**config.mk**
```make
export PLATFORM = sky130hd
export DESIGN_NAME = countdown_timer_flat
export DESIGN_NICKNAME = d
export VERILOG_FILES = /design/src/rtl/countdown_pkg.sv /design/src/rtl/countdown_timer_if.sv /design/src/rtl/countdown_timer_tick_gen.sv /design/src/rtl/countdown_timer.sv /design/src/flat_wrapper.sv
export SDC_FILE = /design/constraint.sdc
export NUM_CORES = 1
export LEC_CHECK = 0
export CAP_MARGIN = 20
export CORE_ASPECT_RATIO = 1.25
export CORE_UTILIZATION = 25
export DETAILED_ROUTE_END_ITERATION = 8
export MAX_ROUTING_LAYER = met4
export PLACE_DENSITY_LB_ADDON = 0.2
export SLEW_MARGIN = 20
export SYNTH_ARGS = -nofsm -noshare
export SYNTH_HDL_FRONTEND = slang
export SYNTH_HIERARCHICAL = 1
export SYNTH_SLANG_ARGS = --single-unit
```
**constraint.sdc**
```tcl
create_clock -name clk -period 5.3 [get_ports clk]
set_clock_uncertainty 0.2 [all_clocks]
set_input_delay 0.53 -clock clk [delete_from_list [all_inputs] [get_ports clk]]
set_output_delay 0.53 -clock clk [all_outputs]
set_load 0.05 [all_outputs]
```
**src/rtl/countdown_pkg.sv**
```systemverilog
// countdown_pkg: shared types for the countdown timer.
//   state_t : IDLE (stopped/paused), RUN (counting), DONE (expired, waiting for load/reset)
package countdown_pkg;
    typedef enum logic [1:0] {IDLE, RUN, DONE} state_t;
endpackage

```
**src/rtl/countdown_timer_if.sv**
```systemverilog
// countdown_timer_if: control/status bundle of the countdown timer.
//   load, load_value, start, stop : driven by master into the timer
//   count, running, expired       : driven by the timer (slave) back to master
interface countdown_timer_if #(parameter int DATA_WIDTH = 16);
    logic                  load;
    logic [DATA_WIDTH-1:0] load_value;
    logic                  start;
    logic                  stop;
    logic [DATA_WIDTH-1:0] count;
    logic                  running;
    logic                  expired;
    modport master (output load, load_value, start, stop, input count, running, expired);
    modport slave  (input load, load_value, start, stop, output count, running, expired);
endinterface

```
**src/rtl/countdown_timer_tick_gen.sv**
```systemverilog
// tick_gen: prescaler, one tick every PRESCALE enabled cycles.
//   clk, reset : clock, synchronous active-high reset
//   clr        : force prescaler to 0
//   en         : counting cycle; prescaler advances only when high
//   tick       : en and prescaler at PRESCALE-1 (equals en when PRESCALE=1)
module tick_gen #(
    parameter int PRESCALE = 1
) (
    input  logic clk,
    input  logic reset,
    input  logic clr,
    input  logic en,
    output logic tick
);
    // Width clamped to 1 so PRESCALE=1 still builds; the counter then stays at 0.
    localparam int W = PRESCALE > 1 ? $clog2(PRESCALE) : 1;
    logic [W-1:0] pre;
    assign tick = en && (pre == W'(PRESCALE - 1));
    always_ff @(posedge clk) begin
        if (reset || clr) pre <= '0;
        else if (en)      pre <= tick ? '0 : pre + 1'b1;
    end
endmodule

```
**src/rtl/countdown_timer.sv**
```systemverilog
// countdown_timer: loadable down-counter with prescaler, pause and expiry pulse.
//   clk, reset : clock, synchronous active-high reset
//   bus        : countdown_timer_if.slave (load/load_value/start/stop in; count/running/expired out)
//   Optional macro COUNTDOWN_AUTO_RELOAD_EN: on expiry reload the last loaded value and keep running.
module countdown_timer
    import countdown_pkg::*;
#(
    parameter int DATA_WIDTH = 16,
    parameter int PRESCALE   = 1
) (
    input logic              clk,
    input logic              reset,
    countdown_timer_if.slave bus
);
    state_t                state, state_n;
    logic [DATA_WIDTH-1:0] count_q, count_n;
    logic                  expired_q, expired_n;
    logic                  en, tick, fire;
    // A counting cycle: RUN without stop, or the start cycle out of IDLE with a nonzero count.
    assign en   = !bus.load && !bus.stop &&
                  (state == RUN || (state == IDLE && bus.start && count_q != '0));
    assign fire = tick && count_q == DATA_WIDTH'(1);
    tick_gen #(.PRESCALE(PRESCALE)) u_tick (
        .clk  (clk),
        .reset(reset),
        .clr  (bus.load || fire),
        .en   (en),
        .tick (tick)
    );
`ifdef COUNTDOWN_AUTO_RELOAD_EN
    logic [DATA_WIDTH-1:0] reload_q;
    always_ff @(posedge clk) begin
        if (reset)         reload_q <= '0;
        else if (bus.load) reload_q <= bus.load_value;
    end
`endif
    always_comb begin
        state_n   = state;
        count_n   = count_q;
        expired_n = 1'b0;
        if (bus.load) begin
            state_n = IDLE;
            count_n = bus.load_value;
        end else if (en) begin
            state_n = RUN;
            if (fire) begin
                expired_n = 1'b1;
`ifdef COUNTDOWN_AUTO_RELOAD_EN
                count_n = reload_q;
                state_n = reload_q == '0 ? DONE : RUN;
`else
                count_n = '0;
                state_n = DONE;
`endif
            end else if (tick) begin
                count_n = count_q - 1'b1;
            end
        end else if (state == RUN && bus.stop) begin
            state_n = IDLE;
        end
    end
    always_ff @(posedge clk) begin
        if (reset) begin
            state     <= IDLE;
            count_q   <= '0;
            expired_q <= 1'b0;
        end else begin
            state     <= state_n;
            count_q   <= count_n;
            expired_q <= expired_n;
        end
    end
    assign bus.count   = count_q;
    assign bus.running = state == RUN;
    assign bus.expired = expired_q;
endmodule

```
**src/flat_wrapper.sv**
```systemverilog
// flat-port wrapper written by rule: the top's interface ports become plain ports
module countdown_timer_flat import countdown_pkg::*;
#(
    parameter int DATA_WIDTH = 16,
    parameter int PRESCALE   = 1
)
  (clk, reset, bus_load, bus_load_value, bus_start, bus_stop, bus_count, bus_running, bus_expired);
  countdown_timer_if #(.DATA_WIDTH(DATA_WIDTH)) bus_i ();
  input logic clk;
  input logic reset;
  input wire logic [$bits(bus_i.load)-1:0] bus_load;
  input wire logic [$bits(bus_i.load_value)-1:0] bus_load_value;
  input wire logic [$bits(bus_i.start)-1:0] bus_start;
  input wire logic [$bits(bus_i.stop)-1:0] bus_stop;
  output wire logic [$bits(bus_i.count)-1:0] bus_count;
  output wire logic [$bits(bus_i.running)-1:0] bus_running;
  output wire logic [$bits(bus_i.expired)-1:0] bus_expired;
  assign bus_i.load = bus_load;
  assign bus_i.load_value = bus_load_value;
  assign bus_i.start = bus_start;
  assign bus_i.stop = bus_stop;
  assign bus_count = bus_i.count;
  assign bus_running = bus_i.running;
  assign bus_expired = bus_i.expired;
  countdown_timer #(.DATA_WIDTH(DATA_WIDTH), .PRESCALE(PRESCALE)) u_core (.clk(clk), .reset(reset), .bus(bus_i));
endmodule
```
==> results of run 1 <==
sequential cells by signal (all words and copies together) (netlist names):
register and count:
u_core/state 2, u_core/bus.expired 1, u_core/bus.count 16, u_core/u_tick/pre 1
power breakdown:
part	leakage, nW	switching (W)	internal [W]	total [W]
Sequential	0.165	0.0000164	0.000159	0.000176
Clock	0.0216	0.0000507	0.0000506	0.000101
Combinational	0.449	0.0000829	0.0000548	0.000138
Total	0.635	0.000150	0.000265	0.000415
worst max-delay path by stage:
stage,endpoint,start,slack [ns]
floorplan,u_core/bus.count[5],u_core/bus.count[0],1.81
global placement,u_core/bus.count[11],bus_stop,1.57
detailed placement,u_core/bus.count[11],bus_stop,1.42
CTS,u_core/bus.count[11],u_core/bus.count[0],1.63
global route,u_core/bus.count[11],u_core/bus.count[0],1.32
finish,u_core/bus.count[11],u_core/bus.count[0],1.55
through the flow:
stage / hold slack (ns) / instances / worst slack, ns / power, W
3_5_place_dp: 0.2940 / 256 / 1.415 / 0.0003161
4_1_cts: 0.3014 / 259 / 1.628 / 0.0004180
6_report: 0.2996 / 259 / 1.554 / 0.0004148
3_3_place_gp: 0.2947 / 256 / 1.572 / 0.0003167
2_1_floorplan: 0.2740 / 165 / 1.808 / 0.0002665
5_1_grt: 0.3190 / 259 / 1.316 / 0.0004390
cells in the final DEF, fill, tap and decap left out, types with 2 or more instances in the layout:
| cell | Yosys | layout |
|---|---|---|
| sky130_fd_sc_hd__a221oi_1 | 2 | 2 |
| sky130_fd_sc_hd__nor2b_1 | 2 | 2 |
| sky130_fd_sc_hd__nand2b_1 | 2 | 2 |
| sky130_fd_sc_hd__a21oi_1 | 6 | 6 |
| sky130_fd_sc_hd__and2_1 | 2 | 2 |
| sky130_fd_sc_hd__nor4_1 | 6 | 6 |
| sky130_fd_sc_hd__a311oi_1 | 2 | 2 |
| sky130_fd_sc_hd__ha_1 | 2 | 2 |
| sky130_fd_sc_hd__nand2_1 | 12 | 12 |
| sky130_fd_sc_hd__nor3_1 | 7 | 7 |
| sky130_fd_sc_hd__a32oi_1 | 3 | 3 |
| sky130_fd_sc_hd__and3_1 | 3 | 3 |
| sky130_fd_sc_hd__or4_1 | 2 | 2 |
| sky130_fd_sc_hd__nor4_4 | 2 | 2 |
| sky130_fd_sc_hd__o211ai_1 | 8 | 8 |
| sky130_fd_sc_hd__inv_1 | 7 | 7 |
| sky130_fd_sc_hd__nor2_1 | 17 | 17 |
| sky130_fd_sc_hd__nand4_1 | 6 | 6 |
| sky130_fd_sc_hd__o21a_1 | 2 | 2 |
| sky130_fd_sc_hd__dfxtp_1 | 20 | 20 |
| sky130_fd_sc_hd__clkdlybuf4s50_1 | 0 | 38 |
| sky130_fd_sc_hd__a31oi_1 | 3 | 3 |
| sky130_fd_sc_hd__nand3_1 | 11 | 11 |
| sky130_fd_sc_hd__o21ai_0 | 4 | 4 |
| sky130_fd_sc_hd__or3_1 | 2 | 2 |
| sky130_fd_sc_hd__o31ai_1 | 3 | 3 |
| sky130_fd_sc_hd__clkbuf_8 | 0 | 3 |
layout make-up:
cell class	instances	area share, %
Multi-Input combinational cell	128	48.09
Sequential cell	20	22.27
Timing Repair Buffer	39	21.57
Tap cell	62	4.315
Clock buffer	3	2.296
Inverter	7	1.461
per-layer routing:
layer  vias to the layer above  global-route usage (%)  part of all wire [%]
met2                        49                   25.20                    49
met4                         0                   6.576                  0.96
met1                       686                   18.63                    44
met5                         -                       -                     0
met3                         4                   2.186                   5.7
li1                        706                       -                     -
kinds of logic after synthesis:
kind of cell / Yosys count / synth area share [%]
compound gates: 41 / 23.89
xor+xnor: 1 / 0.6507
fa+ha+maj: 2 / 1.858
buf+inv: 17 / 6.041
flops: 20 / 29.74
mux: 2 / 1.580
simple gates: 82 / 36.24
==> impl_summary.log, run 1 <==
[metrics] number of register bits inferred by synthesis: 20
[metrics] register cell area after layout: 400.4 um^2
[metrics] number of buffers inserted by port buffering: 38
[metrics] power density cells: 230.7 nW/um^2
[metrics] number of warnings printed during yosys synthesis: 6
[metrics] Critical Path Source Type: register
[metrics] count of final setup violators: 0
[metrics] Area Growth Syn to Fin: 33.55%
[metrics] initial cell density of the core: 26.31%
[metrics] synth unique cells: 47
[metrics] clk sink count: 20
[metrics] critical path class: register to register
[metrics] worst-case reg-to-reg path depth: 12
[metrics] cell accounting for the most synthesized area: sky130_fd_sc_hd__dfxtp_1
[metrics] per-cell via count in the routed design: 5.579
[metrics] hold buffers post-CTS: 0
[metrics] portion of synthesized cell area occupied by the leading cell type: 29.74%
[metrics] Routed WL: 4046 um
[metrics] final cell area excluding filler cells: 1798 um^2
[metrics] number of DRC violations after detailed-routing iteration 0: 123
[metrics] total vias in the final route: 1,445
[metrics] clock transition at the registers of the reported paths: 0.08 ns
[metrics] CP Cell Sequence: inv_1 > ha_1 > nor3b_2 > nand4_2 > a32oi_1 > nor2_1 > nor2b_1 > nor4bb_1 > nand4_1 > o21a_1 > o211ai_1 > a21oi_1
[metrics] final worst-path cycle share: 70.68%
[metrics] Post-synth top flop: sky130_fd_sc_hd__dfxtp_1
[metrics] most instantiated library cell after synthesis: sky130_fd_sc_hd__dfxtp_1
[metrics] total leakage power: 0.6354 nW
[metrics] number of violations of the max-capacitance limit: 0
[metrics] WP data arrival: 3.66 ns
[metrics] pin count of the biggest net entering global routing: 21
[metrics] depth of the worst hold-timing path: 1
[metrics] I/O pin count: 39
[metrics] instance area at placement: 1757 um^2
[metrics] Global Route Usage Sum: 15.55%
[metrics] final max-slew violation count: 0
[metrics] total number of nets in the final design: 222
[metrics] data required time at the worst endpoint: 5.22 ns
[metrics] total DRC errors in the routed layout: 0
[metrics] Mapped Nets: 188
[metrics] measured slew at the worst slew-check pin: 0.8308 ns
[metrics] unrepaired setup endpoints after global routing: no
[metrics] worst reg2reg path startpoint: u_core/bus.count[0]
[metrics] CTS H-tree lvls: 1
[metrics] area of the core region: 5116 um^2
[metrics] layout cells sized above 1: 6.599%
[metrics] peak supply drop: 0.00008246 V
[metrics] Placer Congestion: 0.8026
[metrics] worst min-delay path class: register to register
[metrics] share of synthesized registers carrying an async set or reset: 0%
[metrics] number of antenna violations at the first check in global routing: 0
[metrics] number of standard-cell rows in the floorplan: 29
[metrics] cell area after synthesis: 1346 um^2
[metrics] area of combinational cells with multiple inputs: 864.6 um^2
[metrics] endpoints failing hold: 0
[metrics] clock latency at the later pin of the worst-skew pair: 0.26 ns
[metrics] sum of negative setup slack: 0 ns
[metrics] ANT cells: 0
[metrics] sequential-to-total area share from yosys stat: 29.74%
[metrics] number of buffers inserted during clock tree synthesis: 3
[metrics] slack of the worst reg-to-reg path: 1.55 ns
[metrics] launch instance of the worst min-delay path: u_core/u_tick/pre
[metrics] critical register-to-register path endpoint: u_core/bus.count[11]
[metrics] CP max stage cell: sky130_fd_sc_hd__nand4_1
[metrics] number of synthesized flops with an enable pin: 0
[metrics] number of instances in the synthesized netlist: 165
[metrics] wire length of the first global-routing pass: 6630 um
[metrics] Post-DRT Antenna Nets: 0
[metrics] post-CTS setup buffer count: 0
[metrics] vertical extent of the die: 84.05 um
[metrics] number of gates resized after CTS: 0
[metrics] top cells by instance count after synthesis: 20 x sky130_fd_sc_hd__dfxtp_1, 17 x sky130_fd_sc_hd__nor2_1, 12 x sky130_fd_sc_hd__nand2_1
[metrics] clk root buf: sky130_fd_sc_hd__clkbuf_8
[metrics] type of element capturing the critical path: register
[metrics] max_slew headroom: 44.41%
[metrics] hold path endpoint: u_core/u_tick/pre
[metrics] Tmin final: 3.746 ns
[metrics] Top Family by Delay on Critical Path: simple AND/OR/NAND/NOR gates
[metrics] wire length per cell: 15.62 um
[metrics] Die X: 67.64 um
[metrics] crit-path max cell delay: 0.54 ns
[metrics] leading post-synthesis cells by cell area: sky130_fd_sc_hd__dfxtp_1 30%, sky130_fd_sc_hd__nor2_1 4.7%, sky130_fd_sc_hd__o211ai_1 4.5%
[metrics] run status: completed
[metrics] post-route core utilization: 35.14%
[metrics] total congestion overflow after global routing: 0
[metrics] highest attainable clock frequency: 0.2669 GHz
[metrics] total buffers and inverters traversed by the critical path: 1
[metrics] CP max FO: 12
[metrics] area of the die: 5684 um^2
[metrics] fill cell count: 545
[metrics] number of global-route vias before repair: 1,420
[metrics] detailed-placement wirelength estimate: 2916 um
[metrics] synthesized area per cell: 8.159 um^2
[metrics] instance count on the critical path: 12
[metrics] buffer depth of the longest clock path: 2
[metrics] TritonCTS clock tree: built
[metrics] detailed-router iteration count before antenna repair: 4
Power figures use the tool's default switching activity.
==> inputs of run 2 (changes only) <==
- clock period: 5.3 -> 3.2 ns (I/O delays scaled with it)
==> impl_summary.log, run 2 (synthesized netlist as in run 1, its figures left out) <==
[metrics] number of DRC violations after detailed-routing iteration 0: 109 (was 123)
[metrics] area of the die: 5684 um^2 (unchanged)
[metrics] total congestion overflow after global routing: 0 (unchanged)
[metrics] final cell area excluding filler cells: 1917 um^2 (was 1798 um^2)
[metrics] routed length on met2: 2110 um (was 1997 um)
[metrics] final max-slew violation count: 0 (unchanged)
[metrics] power spent charging and discharging nets: 0.0002606 W (was 0.0001501 W)
[metrics] slack of the worst reg-to-reg path: 0.18 ns (was 1.55 ns)
[metrics] clk root buf: sky130_fd_sc_hd__clkbuf_8 (unchanged)
[metrics] buffer depth of the longest clock path: 2 (unchanged)
[metrics] power share of the sequential group: 40.7% (was 42.4%)
[metrics] post-layout total power: 0.0007148 W (was 0.0004148 W)
[metrics] TritonCTS clock tree: built (unchanged)
[metrics] crit-path max cell delay: 0.47 ns (was 0.54 ns)
[metrics] endpoints failing hold: 0 (unchanged)
[metrics] critical register-to-register path endpoint: u_core/bus.count[1] (was u_core/bus.count[11])
[metrics] detailed-placement wirelength estimate: 3155 um (was 2916 um)
[metrics] top routing layer used: met4 (unchanged)
[metrics] number of flip-flops under the largest register name: 16 (unchanged)
[metrics] wire length of the first global-routing pass: 7341 um (was 6630 um)
[metrics] number of antenna violations at the first check in global routing: 0 (unchanged)
[metrics] total number of nets in the final design: 235 (was 222)
[metrics] worst min-delay path class: register to register (unchanged)
[metrics] CP Cell Sequence: nor4_2 > nand4_2 > a32oi_2 > nor2_1 > nor2b_2 > nor4bb_2 > and4_1 > or3_1 > a311oi_1 (was inv_1 > ha_1 > nor3b_2 > nand4_2 > a32oi_1 > nor2_1 > nor2b_1 > nor4bb_1 > nand4_1 > o21a_1 > o211ai_1 > a21oi_1)
[metrics] Tmin final: 3.016 ns (was 3.746 ns)
[metrics] vertical extent of the die: 84.05 um (unchanged)
[metrics] detailed-router iteration count before antenna repair: 4 (unchanged)
[metrics] total leakage power: 0.6987 nW (was 0.6354 nW)
[metrics] met1 wire length: 1947 um (was 1780 um)
[metrics] CTS H-tree lvls: 1 (unchanged)
[metrics] depth of the worst hold-timing path: 1 (unchanged)
[metrics] instance count on the critical path: 9 (was 12)
[metrics] area of combinational cells with multiple inputs: 882.1 um^2 (was 864.6 um^2)
[metrics] peak supply drop: 0.0001115 V (was 0.00008246 V)
[metrics] CP max stage cell: sky130_fd_sc_hd__nor4_2 (was sky130_fd_sc_hd__nand4_1)
[metrics] clock latency at the later pin of the worst-skew pair: 0.26 ns (about the same)
[metrics] fill cell count: 532 (was 545)
[metrics] clk sink count: 20 (unchanged)
[metrics] I/O pin count: 39 (unchanged)
[metrics] CP max FO: 9 (was 12)
[metrics] switching power as a share of total power: 36.47% (was 36.18%)
[metrics] met3 layer wire length in the routed design: 206 um (was 229 um)
[metrics] layout cells sized above 1: 15.71% (was 6.599%)
[metrics] Top Family by Delay on Critical Path: simple AND/OR/NAND/NOR gates (unchanged)
[metrics] final worst-path cycle share: 94.26% (was 70.68%)
[metrics] instance area at placement: 1868 um^2 (was 1757 um^2)
[metrics] launch instance of the worst min-delay path: u_core/u_tick/pre (unchanged)
[metrics] measured slew at the worst slew-check pin: 0.6126 ns (was 0.8308 ns)
[metrics] clock transition at the registers of the reported paths: 0.08 ns (about the same)
[metrics] number of buffers inserted during clock tree synthesis: 3 (unchanged)
[metrics] commonest non-fill, non-tap cells in the layout: 38 x sky130_fd_sc_hd__clkdlybuf4s50_1, 17 x sky130_fd_sc_hd__nor2_1, 17 x sky130_fd_sc_hd__dfxtp_1, 14 x sky130_fd_sc_hd__buf_4, 12 x sky130_fd_sc_hd__nand2_1 (was 38 x sky130_fd_sc_hd__clkdlybuf4s50_1, 20 x sky130_fd_sc_hd__dfxtp_1, 17 x sky130_fd_sc_hd__nor2_1, 12 x sky130_fd_sc_hd__nand2_1, 11 x sky130_fd_sc_hd__nand3_1)
[metrics] most frequent standard cell in the layout excluding fill and tap cells: sky130_fd_sc_hd__clkdlybuf4s50_1 (unchanged)
[metrics] combinational share of power: 35.0% (was 33.2%)
[metrics] number of buffers inserted by port buffering: 38 (unchanged)
[metrics] Global Route Usage Sum: 17.18% (was 15.55%)
[metrics] sum of negative setup slack: 0 ns (unchanged)
[metrics] type of element capturing the critical path: register (unchanged)
[metrics] per-cell via count in the routed design: 5.412 (was 5.579)
[metrics] initial cell density of the core: 26.31% (unchanged)
[metrics] Cell Int Power: 0.0004541 W (was 0.0002647 W)
[metrics] post-CTS setup buffer count: 0 (unchanged)
[metrics] worst-case reg-to-reg path depth: 9 (was 12)
[metrics] worst reg2reg path startpoint: u_core/bus.count[10] (was u_core/bus.count[0])
[metrics] Placed Instances: 269 (was 256)
[metrics] hold path endpoint: u_core/u_tick/pre (unchanged)
[metrics] Placer Congestion: 0.8254 (was 0.8026)
[metrics] Area Growth Syn to Fin: 42.38% (was 33.55%)
[metrics] total buffers and inverters traversed by the critical path: 0 (was 1)
[metrics] Critical Path Source Type: register (unchanged)
[metrics] Die X: 67.64 um (unchanged)
[metrics] number of standard-cell rows in the floorplan: 29 (unchanged)
[metrics] number of violations of the max-capacitance limit: 0 (unchanged)
[metrics] Post-DRT Antenna Nets: 0 (unchanged)
[metrics] count of final setup violators: 0 (unchanged)
[metrics] WP data arrival: 2.99 ns (was 3.66 ns)
[metrics] area of the core region: 5116 um^2 (unchanged)
[metrics] number of gates resized after CTS: 0 (unchanged)
[metrics] power density cells: 372.9 nW/um^2 (was 230.7 nW/um^2)
[metrics] run status: completed (unchanged)
[metrics] total vias in the final route: 1,472 (was 1,445)
[metrics] wire length per cell: 15.92 um (was 15.62 um)
[metrics] clock network fraction of total power: 24.3% (was 24.4%)
[metrics] max_slew headroom: 59.01% (was 44.41%)
[metrics] data required time at the worst endpoint: 3.17 ns (was 5.22 ns)
[metrics] hold buffers post-CTS: 0 (unchanged)
[metrics] pin count of the biggest net entering global routing: 20 (was 21)
[metrics] final non-filler cell total: 272 (was 259)
[metrics] critical path class: register to register (unchanged)
[metrics] Routed WL: 4329 um (was 4046 um)
[metrics] register cell area after layout: 404.1 um^2 (was 400.4 um^2)
[metrics] total DRC errors in the routed layout: 0 (unchanged)
[metrics] number of global-route vias before repair: 1,499 (was 1,420)
[metrics] highest attainable clock frequency: 0.3315 GHz (was 0.2669 GHz)
[metrics] ANT cells: 0 (unchanged)
==> run 2: worst register-to-register path, stage by stage, from the launching register on <==
cell and delay [ns]:
sky130_fd_sc_hd__dfxtp_2 0.37, sky130_fd_sc_hd__nor4_2 0.47, sky130_fd_sc_hd__nand4_2 0.19, sky130_fd_sc_hd__a32oi_2 0.27, sky130_fd_sc_hd__nor2_1 0.09, sky130_fd_sc_hd__nor2b_2 0.20
sky130_fd_sc_hd__nor4bb_2 0.19, sky130_fd_sc_hd__and4_1 0.32, sky130_fd_sc_hd__or3_1 0.38, sky130_fd_sc_hd__a311oi_1 0.25
==> run 2: worst max-delay path by stage <==
stage | startpoint | slack, ns | to
after floorplan | u_core/bus.count[0] | 0.02 | u_core/bus.count[5]
after global placement | u_core/bus.count[0] | 0.22 | u_core/state[0]
after detailed placement | u_core/bus.count[0] | 0.20 | u_core/bus.count[5]
after CTS | u_core/bus.count[0] | 0.16 | u_core/state[1]
after global routing | u_core/bus.count[0] | -0.002 | u_core/bus.count[5]
final | u_core/bus.count[10] | 0.18 | u_core/bus.count[1]
==> run 2: final cells by class <==
type                    count  share of cell area, %
inverters                   7                  1.371
repair buffers             52                  25.33
multi-input cells         128                  46.02
flip-flops and latches     20                  21.08
clock buffers               3                  2.154
well taps                  62                  4.047
==> run 2: power groups by stage <==
stage	registers, W	clock network [W]	logic [W]
final	0.000291	0.000174	0.000250
after global routing	0.000294	0.000187	0.000269
after CTS	0.000291	0.000179	0.000249
after detailed placement	0.000297	0	0.000248
after global placement	0.000297	0	0.000249
after floorplan	0.000341	0	0.000102
==> run 2: stage by stage <==
stage | hold WS (ns) | utilization, % | setup slack (ns)
detailed placement | 0.2989 | 36.51 | 0.1952
CTS | 0.3122 | 37.32 | 0.1596
global placement | 0.3024 | 36.51 | 0.2173
floorplan | 0.1935 | - | 0.02364
global route | 0.3320 | 37.47 | -0.001720
finish | 0.3106 | 37.47 | 0.1838
==> run 2: layer usage <==
| metal | vias up | track usage, % |
|---|---|---|
| met1 | 696 | 22.03 |
| met2 | 39 | 26.64 |
| met4 | 0 | 5.996 |
| met3 | 5 | 2.732 |
| li1 | 732 | - |
| met5 | - | - |
==> inputs of run 3 (changes only) <==
- clock period: 3.2 -> 3.4 ns (I/O delays scaled with it)
==> impl_summary.log, run 3 (synthesized netlist as in run 1, its figures left out) <==
[metrics] number of gates resized after CTS: 0 (unchanged)
[metrics] Final WS setup: 0.3072 ns (was 0.1838 ns)
[metrics] critical path class: register to register (unchanged)
[metrics] final max-slew violation count: 0 (unchanged)
[metrics] Tmin final: 3.093 ns (was 3.016 ns)
[metrics] number of buffers inserted during clock tree synthesis: 3 (unchanged)
[metrics] Critical Path Source Type: register (unchanged)
[metrics] CP max FO: 8 (was 9)
[metrics] number of antenna violations at the first check in global routing: 0 (unchanged)
[metrics] run status: completed (unchanged)
[metrics] Placer Congestion: 0.8133 (was 0.8254)
[metrics] wire length of the first global-routing pass: 7093 um (was 7341 um)
[metrics] initial cell density of the core: 26.31% (unchanged)
[metrics] most frequent standard cell in the layout excluding fill and tap cells: sky130_fd_sc_hd__clkdlybuf4s50_1 (unchanged)
[metrics] I/O pin count: 39 (unchanged)
[metrics] launch instance of the worst min-delay path: u_core/u_tick/pre (unchanged)
[metrics] total number of nets in the final design: 234 (was 235)
[metrics] post-CTS setup buffer count: 0 (unchanged)
[metrics] buffer depth of the longest clock path: 2 (unchanged)
[metrics] Post-DRT Antenna Nets: 0 (unchanged)
[metrics] total congestion overflow after global routing: 0 (unchanged)
[metrics] type of element capturing the critical path: register (unchanged)
[metrics] number of violations of the max-capacitance limit: 0 (unchanged)
[metrics] highest attainable clock frequency: 0.3233 GHz (was 0.3315 GHz)
[metrics] CP Cell Sequence: inv_1 > ha_1 > nor3b_4 > nand4_2 > a32oi_2 > nor2_1 > nor2b_1 > nor4bb_2 > and4_1 > or3_1 > a311oi_1 (was nor4_2 > nand4_2 > a32oi_2 > nor2_1 > nor2b_2 > nor4bb_2 > and4_1 > or3_1 > a311oi_1)
[metrics] vertical extent of the die: 84.05 um (unchanged)
[metrics] Placed Instances: 268 (was 269)
[metrics] number of buffers inserted by port buffering: 38 (unchanged)
[metrics] peak supply drop: 0.0001284 V (was 0.0001115 V)
[metrics] data required time at the worst endpoint: 3.37 ns (was 3.17 ns)
[metrics] ANT cells: 0 (unchanged)
[metrics] combinational share of power: 30.6% (was 35.0%)
[metrics] TritonCTS clock tree: built (unchanged)
[metrics] power spent charging and discharging nets: 0.0002497 W (was 0.0002606 W)
[metrics] CP max stage cell: sky130_fd_sc_hd__or3_1 (was sky130_fd_sc_hd__nor4_2)
[metrics] clock latency at the later pin of the worst-skew pair: 0.27 ns (was 0.26 ns)
[metrics] detailed-router iteration count before antenna repair: 4 (unchanged)
[metrics] Cell Int Power: 0.0005057 W (was 0.0004541 W)
[metrics] WP data arrival: 3.06 ns (was 2.99 ns)
[metrics] wire length per cell: 15.48 um (was 15.92 um)
[metrics] count of final setup violators: 0 (unchanged)
[metrics] worst min-delay path class: register to register (unchanged)
[metrics] number of global-route vias before repair: 1,438 (was 1,499)
[metrics] pin count of the biggest net entering global routing: 20 (unchanged)
[metrics] hold buffers post-CTS: 0 (unchanged)
[metrics] commonest non-fill, non-tap cells in the layout: 38 x sky130_fd_sc_hd__clkdlybuf4s50_1, 18 x sky130_fd_sc_hd__dfxtp_1, 17 x sky130_fd_sc_hd__nor2_1, 13 x sky130_fd_sc_hd__buf_4, 12 x sky130_fd_sc_hd__nand2_1 (was 38 x sky130_fd_sc_hd__clkdlybuf4s50_1, 17 x sky130_fd_sc_hd__nor2_1, 17 x sky130_fd_sc_hd__dfxtp_1, 14 x sky130_fd_sc_hd__buf_4, 12 x sky130_fd_sc_hd__nand2_1)
[metrics] critical register-to-register path endpoint: u_core/bus.count[1] (unchanged)
[metrics] total buffers and inverters traversed by the critical path: 1 (was 0)
[metrics] endpoints failing hold: 0 (unchanged)
[metrics] clk root buf: sky130_fd_sc_hd__clkbuf_8 (unchanged)
[metrics] unrepaired setup endpoints after global routing: no
[metrics] power density cells: 387.5 nW/um^2 (was 372.9 nW/um^2)
[metrics] Post-Route Hold Slack: 0.3021 ns (was 0.3106 ns)
[metrics] total DRC errors in the routed layout: 0 (unchanged)
[metrics] clk sink count: 20 (unchanged)
[metrics] hold path endpoint: u_core/u_tick/pre (unchanged)
[metrics] slack of the worst reg-to-reg path: 0.31 ns (was 0.18 ns)
[metrics] final worst-path cycle share: 90.96% (was 94.26%)
[metrics] per-cell via count in the routed design: 5.313 (was 5.412)
[metrics] fill cell count: 546 (was 532)
[metrics] power share of the sequential group: 36.6% (was 40.7%)
[metrics] layout cells sized above 1: 14.29% (was 15.71%)
[metrics] sum of negative setup slack: 0 ns (unchanged)
[metrics] post-route core utilization: 38.10% (was 37.47%)
[metrics] area of the core region: 5116 um^2 (unchanged)
[metrics] post-placement setup slack: 0.2899 ns (was 0.1952 ns)
[metrics] max_slew headroom: 62.64% (was 59.01%)
[metrics] worst-case reg-to-reg path depth: 11 (was 9)
[metrics] clock transition at the registers of the reported paths: 0.09 ns (was 0.08 ns)
[metrics] crit-path max cell delay: 0.37 ns (was 0.47 ns)
[metrics] clock network fraction of total power: 32.8% (was 24.3%)
[metrics] area of the die: 5684 um^2 (unchanged)
[metrics] number of DRC violations after detailed-routing iteration 0: 133 (was 109)
[metrics] Top Family by Delay on Critical Path: simple AND/OR/NAND/NOR gates (unchanged)
[metrics] measured slew at the worst slew-check pin: 0.5562 ns (was 0.6126 ns)
[metrics] Die X: 67.64 um (unchanged)
[metrics] number of flip-flops under the largest register name: 16 (unchanged)
[metrics] final non-filler cell total: 272 (unchanged)
[metrics] Global Route Usage Sum: 16.76% (was 17.18%)
[metrics] number of standard-cell rows in the floorplan: 29 (unchanged)
[metrics] total vias in the final route: 1,445 (was 1,472)
[metrics] Area Growth Syn to Fin: 44.80% (was 42.38%)
[metrics] depth of the worst hold-timing path: 1 (unchanged)
[metrics] Routed WL: 4210 um (was 4329 um)
[metrics] worst reg2reg path startpoint: u_core/bus.count[0] (was u_core/bus.count[10])
[metrics] total leakage power: 0.7119 nW (was 0.6987 nW)
[metrics] detailed-placement wirelength estimate: 3205 um (was 3155 um)
[metrics] switching power as a share of total power: 33.05% (was 36.47%)
[metrics] CTS H-tree lvls: 1 (unchanged)
-- run 3: worst max path at each step --
stage | start | to | slack, ns | cells after the start
3_5_place_dp | u_core/bus.count[0] | u_core/state[0] | 0.29 | 12
5_1_grt | u_core/bus.count[0] | u_core/bus.count[1] | 0.002 | 11
3_3_place_gp | u_core/bus.count[0] | u_core/state[0] | 0.37 | 12
4_1_cts | u_core/bus.count[0] | u_core/state[1] | 0.25 | 12
6_report | u_core/bus.count[0] | u_core/bus.count[1] | 0.31 | 11
2_1_floorplan | u_core/bus.count[0] | u_core/bus.count[5] | 0.12 | 13
-- run 3: area by class of cell --
| class | instances | area, um^2 | area share (%) |
|---|---|---|---|
| Multi-Input combinational cell | 128 | 893.4 | 45.83 |
| Sequential cell | 20 | 402.9 | 20.67 |
| Clock buffer | 3 | 41.29 | 2.118 |
| Timing Repair Buffer | 51 | 478.0 | 24.52 |
| Tap cell | 62 | 77.57 | 3.979 |
| Inverter | 7 | 26.28 | 1.348 |
| Clock inverter | 1 | 30.03 | 1.540 |
-- run 3: power by group through the flow --
stage / Sequential, W / Clock [W] / Combinational [W]
after CTS: 0.000274 / 0.000253 / 0.000229
after global routing: 0.000280 / 0.000265 / 0.000251
after global placement: 0.000280 / 0 / 0.000230
after floorplan: 0.000321 / 0 / 0.0000950
final: 0.000276 / 0.000248 / 0.000231
after detailed placement: 0.000280 / 0 / 0.000228
-- run 3: through the flow --
stage	area, um^2	total power [W]
3_5_place_dp	1849	0.0005078
5_1_grt	1949	0.0007957
4_1_cts	1921	0.0007564
2_1_floorplan	1349	0.0004158
3_3_place_gp	1849	0.0005095
6_report	1949	0.0007554
-- run 3: routing by layer --
layer  track usage (%)  routed length (um)  vias to the layer above
li1                  -                   -                      731
met1             21.36                1885                      683
met2             26.37                2111                       27
met3             2.322                 167                        4
met4             5.803                  46                        0
met5                 -                   0                        -
==> edit 1, RTL diff (config.mk and constraints of run 2) <==
Encoding of `state_t`: now one-hot (3 bits for 3 states).
--- a/src/rtl/countdown_pkg.sv
+++ b/src/rtl/countdown_pkg.sv
@@ -1,6 +1,6 @@
 // countdown_pkg: shared types for the countdown timer.
 //   state_t : IDLE (stopped/paused), RUN (counting), DONE (expired, waiting for load/reset)
 package countdown_pkg;
-    typedef enum logic [1:0] {IDLE, RUN, DONE} state_t;
+    typedef enum logic [2:0] {IDLE = 3'b001, RUN = 3'b010, DONE = 3'b100} state_t;
 endpackage
 
Behaviour: same outputs for any inputs over 10 cycles, from zero or initial values and one cycle with reset high; not proved beyond that.
==> edit 1 against run 2 <==
Total power rose by 7.8%. Final cell count rose by 13%. Wire length rose by 13%. Count of clock-buffer cells in the layout rose by 1. Setup slack got worse by 89 ps. Synthesized area rose by 7.8%. Sequential cell count rose by 1. Combinational power rose by 21%. Design area rose by 21%. Critical path type unchanged.
==> edit 1: results (changes against run 2) <==
metric,value,unit,change
synth_ff_type,dfxtp_1,,
grt_first_pass_wirelength,7969,um,+8.6%
p_clk_frac,0.240,,-0.003
hold_depth,1,,unchanged
layout.nets,266,,+13%
synth_fp_nets,197,,+4.8%
grt_max_degree,29,,+45%
cts_buffers,3,,unchanged
cpMaxStageDelayCell,or4_4,,
min_path_type,register to register,,
detail_route.wl_per_cell,16.04,um,+0.76%
clk_pin_slew,90,ps,
ys_seq_area_frac,0.2897,,-0.007743
cts_hold_buf,0,,unchanged
status,"complete, no violations",,
cpLargestDelayFamily,simple AND/OR/NAND/NOR gates,,
critical_path.max_fanout,4,,-5
htreeDepth,1,,unchanged
dp_hpwl,3606,um,+14%
drt_first_pass_iters,4,,unchanged
async_reset_ff_frac,0,,unchanged
yosysMostFrequentCell,dfxtp_1,,
place.gp.congestion,0.8234,,-0.24%
post-place-ws,-49.90,ps,-245.1 ps
grt_usage,0.1695,,-0.002253
clock_latency,270,ps,
sw_frac_of_total,0.3540,,-0.01069
crit_type,register to register,,
drive_above_1_share,0.3636,,+0.2065
antenna_found_initial,0,,unchanged
io_buffers,38,,unchanged
peakVddDrop,0.1260,mV,+13%
synth_cell_type_count,53,,+13%
p_leak,0.8365,nW,+20%
grt_pass1_vias,1586,,+5.8%
largest_reg_flops,16,,unchanged
pwr-share-seq,0.367,,-0.040
clk_path_buf_depth,2,,unchanged
ys_warn_count,6,,unchanged
hp-start,u_core/u_tick/pre,,
arrival,3090,ps,+100 ps
ctsRootBufferMaster,clkbuf_8,,
relSlewSlack,0.6047,,+0.01461
synth_area_leaders,"dfxtp_1 29%, o211ai_1 4.7%, nor2_1 3.9%, a21oi_1 3.8%, nor3_1 3.4%",,
diodes,0,,unchanged
r2r_start,u_core/bus.count[11],,
drtIter0Drc,113,,+3.7%
power-top-group,combinational logic,,
drc,0,,unchanged
via_per_inst,5.271,,-2.6%
synth_commonest_cells,"21 x dfxtp_1, 15 x nor2_1, 12 x nand2_1",,
critPathMaxStageDelay,590,ps,+120 ps
==> edit 1: layer usage <==
layer / track usage / up-vias / part of all wire
li1: - / 810 / -
met3: 0.02431 / 6 / 0.046
met1: 0.2142 / 748 / 0.46
met2: 0.2771 / 49 / 0.48
met4: 0.05818 / 0 / 0.011
met5: - / - / 0
==> edit 1: stage by stage <==
stage	TNS, ps	cells	cell area (sq um)	power [mW]
floorplan	-1504	174	1540	0.4626
global placement	-15.10	300	2193	0.5797
detailed placement	-110.6	300	2193	0.5784
CTS	0	304	2245	0.7664
global route	0	306	2320	0.8110
finish	0	306	2320	0.7706
==> edit 1: cells by family (layout without fill, tap and decap cells) <==
kind of cell	Yosys count	count (layout)	share of synthesized area
and+or+nand+nor	80	80	0.3414
AOI/OAI and AO/OA	51	51	0.2716
DFF	21	21	0.2897
buffers and inverters	18	86	0.06638
adders and majority gates	2	2	0.01724
xor gates and xnor gates	1	1	0.006036
muxes	1	1	0.007758
==> edit 1: final cells by class <==
cell class / instances / area, sq um
sequential: 21 / 439.2
inverter: 6 / 25.02
tap: 64 / 80.08
multi-input combinational: 135 / 1040
fill: 580 / 3198
clock buffer: 4 / 45.04
timing repair buffer: 76 / 690.7
==> edit 1: final timing paths <==
path | end | slack, ps
max | u_core/bus.count[14] | 90
min | u_core/u_tick/pre | 330
max reg2reg | u_core/bus.count[14] | 90
min reg2reg | u_core/u_tick/pre | 330
==> edit 1: repair_timing <==
| action | in CTS | in global routing |
|---|---|---|
| gates resized for setup | 1 | 9 |
| gates cloned | 0 | 0 |
| pin swaps | 0 | 9 |
| endpoints found under the setup margin | 2 | 15 |
| buffers inserted | 0 | 2 |
==> edit 2, RTL diff (flow settings as in run 2) <==
Made on the original files. `DATA_WIDTH` is set to 16 in 3 places; all go to 14.
--- a/src/rtl/countdown_timer_if.sv
+++ b/src/rtl/countdown_timer_if.sv
@@ -1,7 +1,7 @@
 // countdown_timer_if: control/status bundle of the countdown timer.
 //   load, load_value, start, stop : driven by master into the timer
 //   count, running, expired       : driven by the timer (slave) back to master
-interface countdown_timer_if #(parameter int DATA_WIDTH = 16);
+interface countdown_timer_if #(parameter int DATA_WIDTH = 14);
     logic                  load;
     logic [DATA_WIDTH-1:0] load_value;
     logic                  start;
--- a/src/rtl/countdown_timer.sv
+++ b/src/rtl/countdown_timer.sv
@@ -5,7 +5,7 @@
 module countdown_timer
     import countdown_pkg::*;
 #(
-    parameter int DATA_WIDTH = 16,
+    parameter int DATA_WIDTH = 14,
     parameter int PRESCALE   = 1
 ) (
     input logic              clk,
--- a/src/flat_wrapper.sv
+++ b/src/flat_wrapper.sv
@@ -1,7 +1,7 @@
 // flat-port wrapper written by rule: the top's interface ports become plain ports
 module countdown_timer_flat import countdown_pkg::*;
 #(
-    parameter int DATA_WIDTH = 16,
+    parameter int DATA_WIDTH = 14,
     parameter int PRESCALE   = 1
 )
   (clk, reset, bus_load, bus_load_value, bus_start, bus_stop, bus_count, bus_running, bus_expired);
Interface: changed (resized bus_count and bus_load_value); port bits go from 39 to 35. The function was not compared with the original's and may differ.
==> edit 2 against run 2 <==
Non-clock buffer count shrank 1. Largest power group unchanged. Total power is 13% lower. Design area is 7.4% lower. Wire length shrank 17%. Synthesized area decreased by 10%. Sequential cell count shrank 2. Largest cell class unchanged. Setup slack worse by 36 ps.
==> edit 2: results (changes against run 2) <==
metric,value,unit,change
arrival,3010,ps,+20 ps
avgSynthCellArea,8.214,sq um,+0.67%
drt_first_pass_iters,4,,unchanged
post_cts_buffers,0,,unchanged
via_per_inst,5.193,,-4.0%
ys_warn_count,6,,unchanged
synth_xor_xnor_area_share,0,,-0.006506
synth_ff_type,dfxtp_1,,
hp-start,u_core/u_tick/pre,,
ys_seq_area_frac,0.2984,,+0.001048
grt_pass1_vias,1242,,-17%
final_cells,249,,-8.5%
synth_commonest_cells,"18 x dfxtp_1, 12 x nor2_1, 10 x a31oi_1, 10 x nand2_1, 7 x nor3_1",,
drive_above_1_share,0.2670,,+0.1099
clk_pin_slew,70,ps,
cts_buffers,3,,unchanged
drtIter0Drc,37,,-66%
yosys.area_share.adder,0.02073,,+0.002138
async_reset_ff_frac,0,,unchanged
place.gp.congestion,0.8385,,+1.6%
status,"complete, no violations",,
r2r-end,u_core/bus.count[11],,
grt_usage,0.1494,,-0.02236
dp_hpwl,2648,um,-16%
htreeDepth,1,,unchanged
min_path_type,register to register,,
synth_area_leaders,"dfxtp_1 30%, a31oi_1 5.2%, nor2_1 3.7%, o211ai_1 3.7%, nand2_1 3.1%",,
layout.nets,214,,-8.9%
hold_depth,1,,unchanged
reg2reg_setup_slack,150,ps,-40 ps
io_buffers,34,,-11%
largest_reg_flops,14,,-2
detail_route.wl_per_cell,14.43,um,-9.3%
synth_cell_type_count,48,,+2.1%
worst_slew_pin_slew,742.8,ps,+130.2 ps
fill_cells,483,,-9.2%
critical_path.max_fanout,7,,-2
synthMuxAreaShare,0.01762,,+0.001817
p_leak,0.6155,nW,-12%
clk_path_buf_depth,2,,unchanged
synth_fp_nets,168,,-11%
antenna_found_initial,0,,unchanged
ctsRootBufferMaster,clkbuf_8,,
diodes,0,,unchanged
r2r_cells,9,,unchanged
peakVddDrop,0.1511,mV,+35%
synth-compound-area-share,0.2435,,+0.004676
drv_cap,0,,unchanged
grt_first_pass_wirelength,5858,um,-20%
r2r_start,u_core/bus.count[11],,
[edit 2: cell families after synthesis]
group | Yosys count
flops | 18
compound gates | 41
simple gates | 70
buf+inv | 14
mux | 2
fa+ha+maj | 2
[edit 2: per-stage QoR]
step                      hold WS [ps]  cell area [sq um]  TNS [ps]  worst slack [ps]
final                            303.5               1775         0             147.9
after global routing             328.2               1775         0             5.182
after CTS                        306.8               1770         0             108.5
after detailed placement         296.3               1725         0            0.5262
after global placement           295.8               1725         0             58.63
after floorplan                  193.5               1255    -1.702            -1.702
[edit 2: worst max path at each step]
stage / from / to / slack (ps) / cells after the start
floorplan: u_core/bus.count[13] / u_core/bus.count[12] / -2 / 11
global placement: u_core/bus.count[11] / u_core/bus.count[11] / 60 / 9
detailed placement: u_core/bus.count[11] / u_core/bus.count[11] / 0.5 / 9
CTS: u_core/bus.count[11] / u_core/bus.count[11] / 110 / 9
global route: u_core/bus.count[1] / u_core/bus.count[11] / 5 / 11
finish: u_core/bus.count[11] / u_core/bus.count[11] / 150 / 9
[edit 2: area by class of cell]
cell class / count / area [sq um] / area share
clock buffer: 3 / 41.29 / 0.02326
timing repair buffer: 51 / 467.9 / 0.2636
tap: 58 / 72.57 / 0.04087
inverter: 4 / 15.01 / 0.008457
sequential: 18 / 380.4 / 0.2142
multi-input combinational: 115 / 798.3 / 0.4496
[edit 2: report_power, final]
group          internal [mW]  switching (mW)
logic                 0.0951           0.123
clock network         0.0836          0.0756
registers              0.235          0.0112
[edit 2: what timing repair did]
action | 4_1_cts | 5_1_grt
gates resized for setup | 1 | 1
setup endpoints to repair | 1 | 3
pin swaps | 0 | 0
cloned | 0 | 0
[edit 2: routing by layer]
layer / routed length [um] / vias to the layer above / global-route usage
met3: 141 / 2 / 0.01714
met1: 1654 / 604 / 0.1806
li1: - / 657 / -
met4: 25 / 0 / 0.05333
met2: 1772 / 30 / 0.2553
met5: 0 / - / -
[edit 2: worst max-delay path, cell delays in order (launching register included)]
cell and delay, ps:
dfxtp_4 350, or4_1 610, nor4_4 330, nor3_2 70, nor2b_1 150, or4bb_1 200, or4_4 180, nand3_2 130
or4_2 560, a31oi_1 180
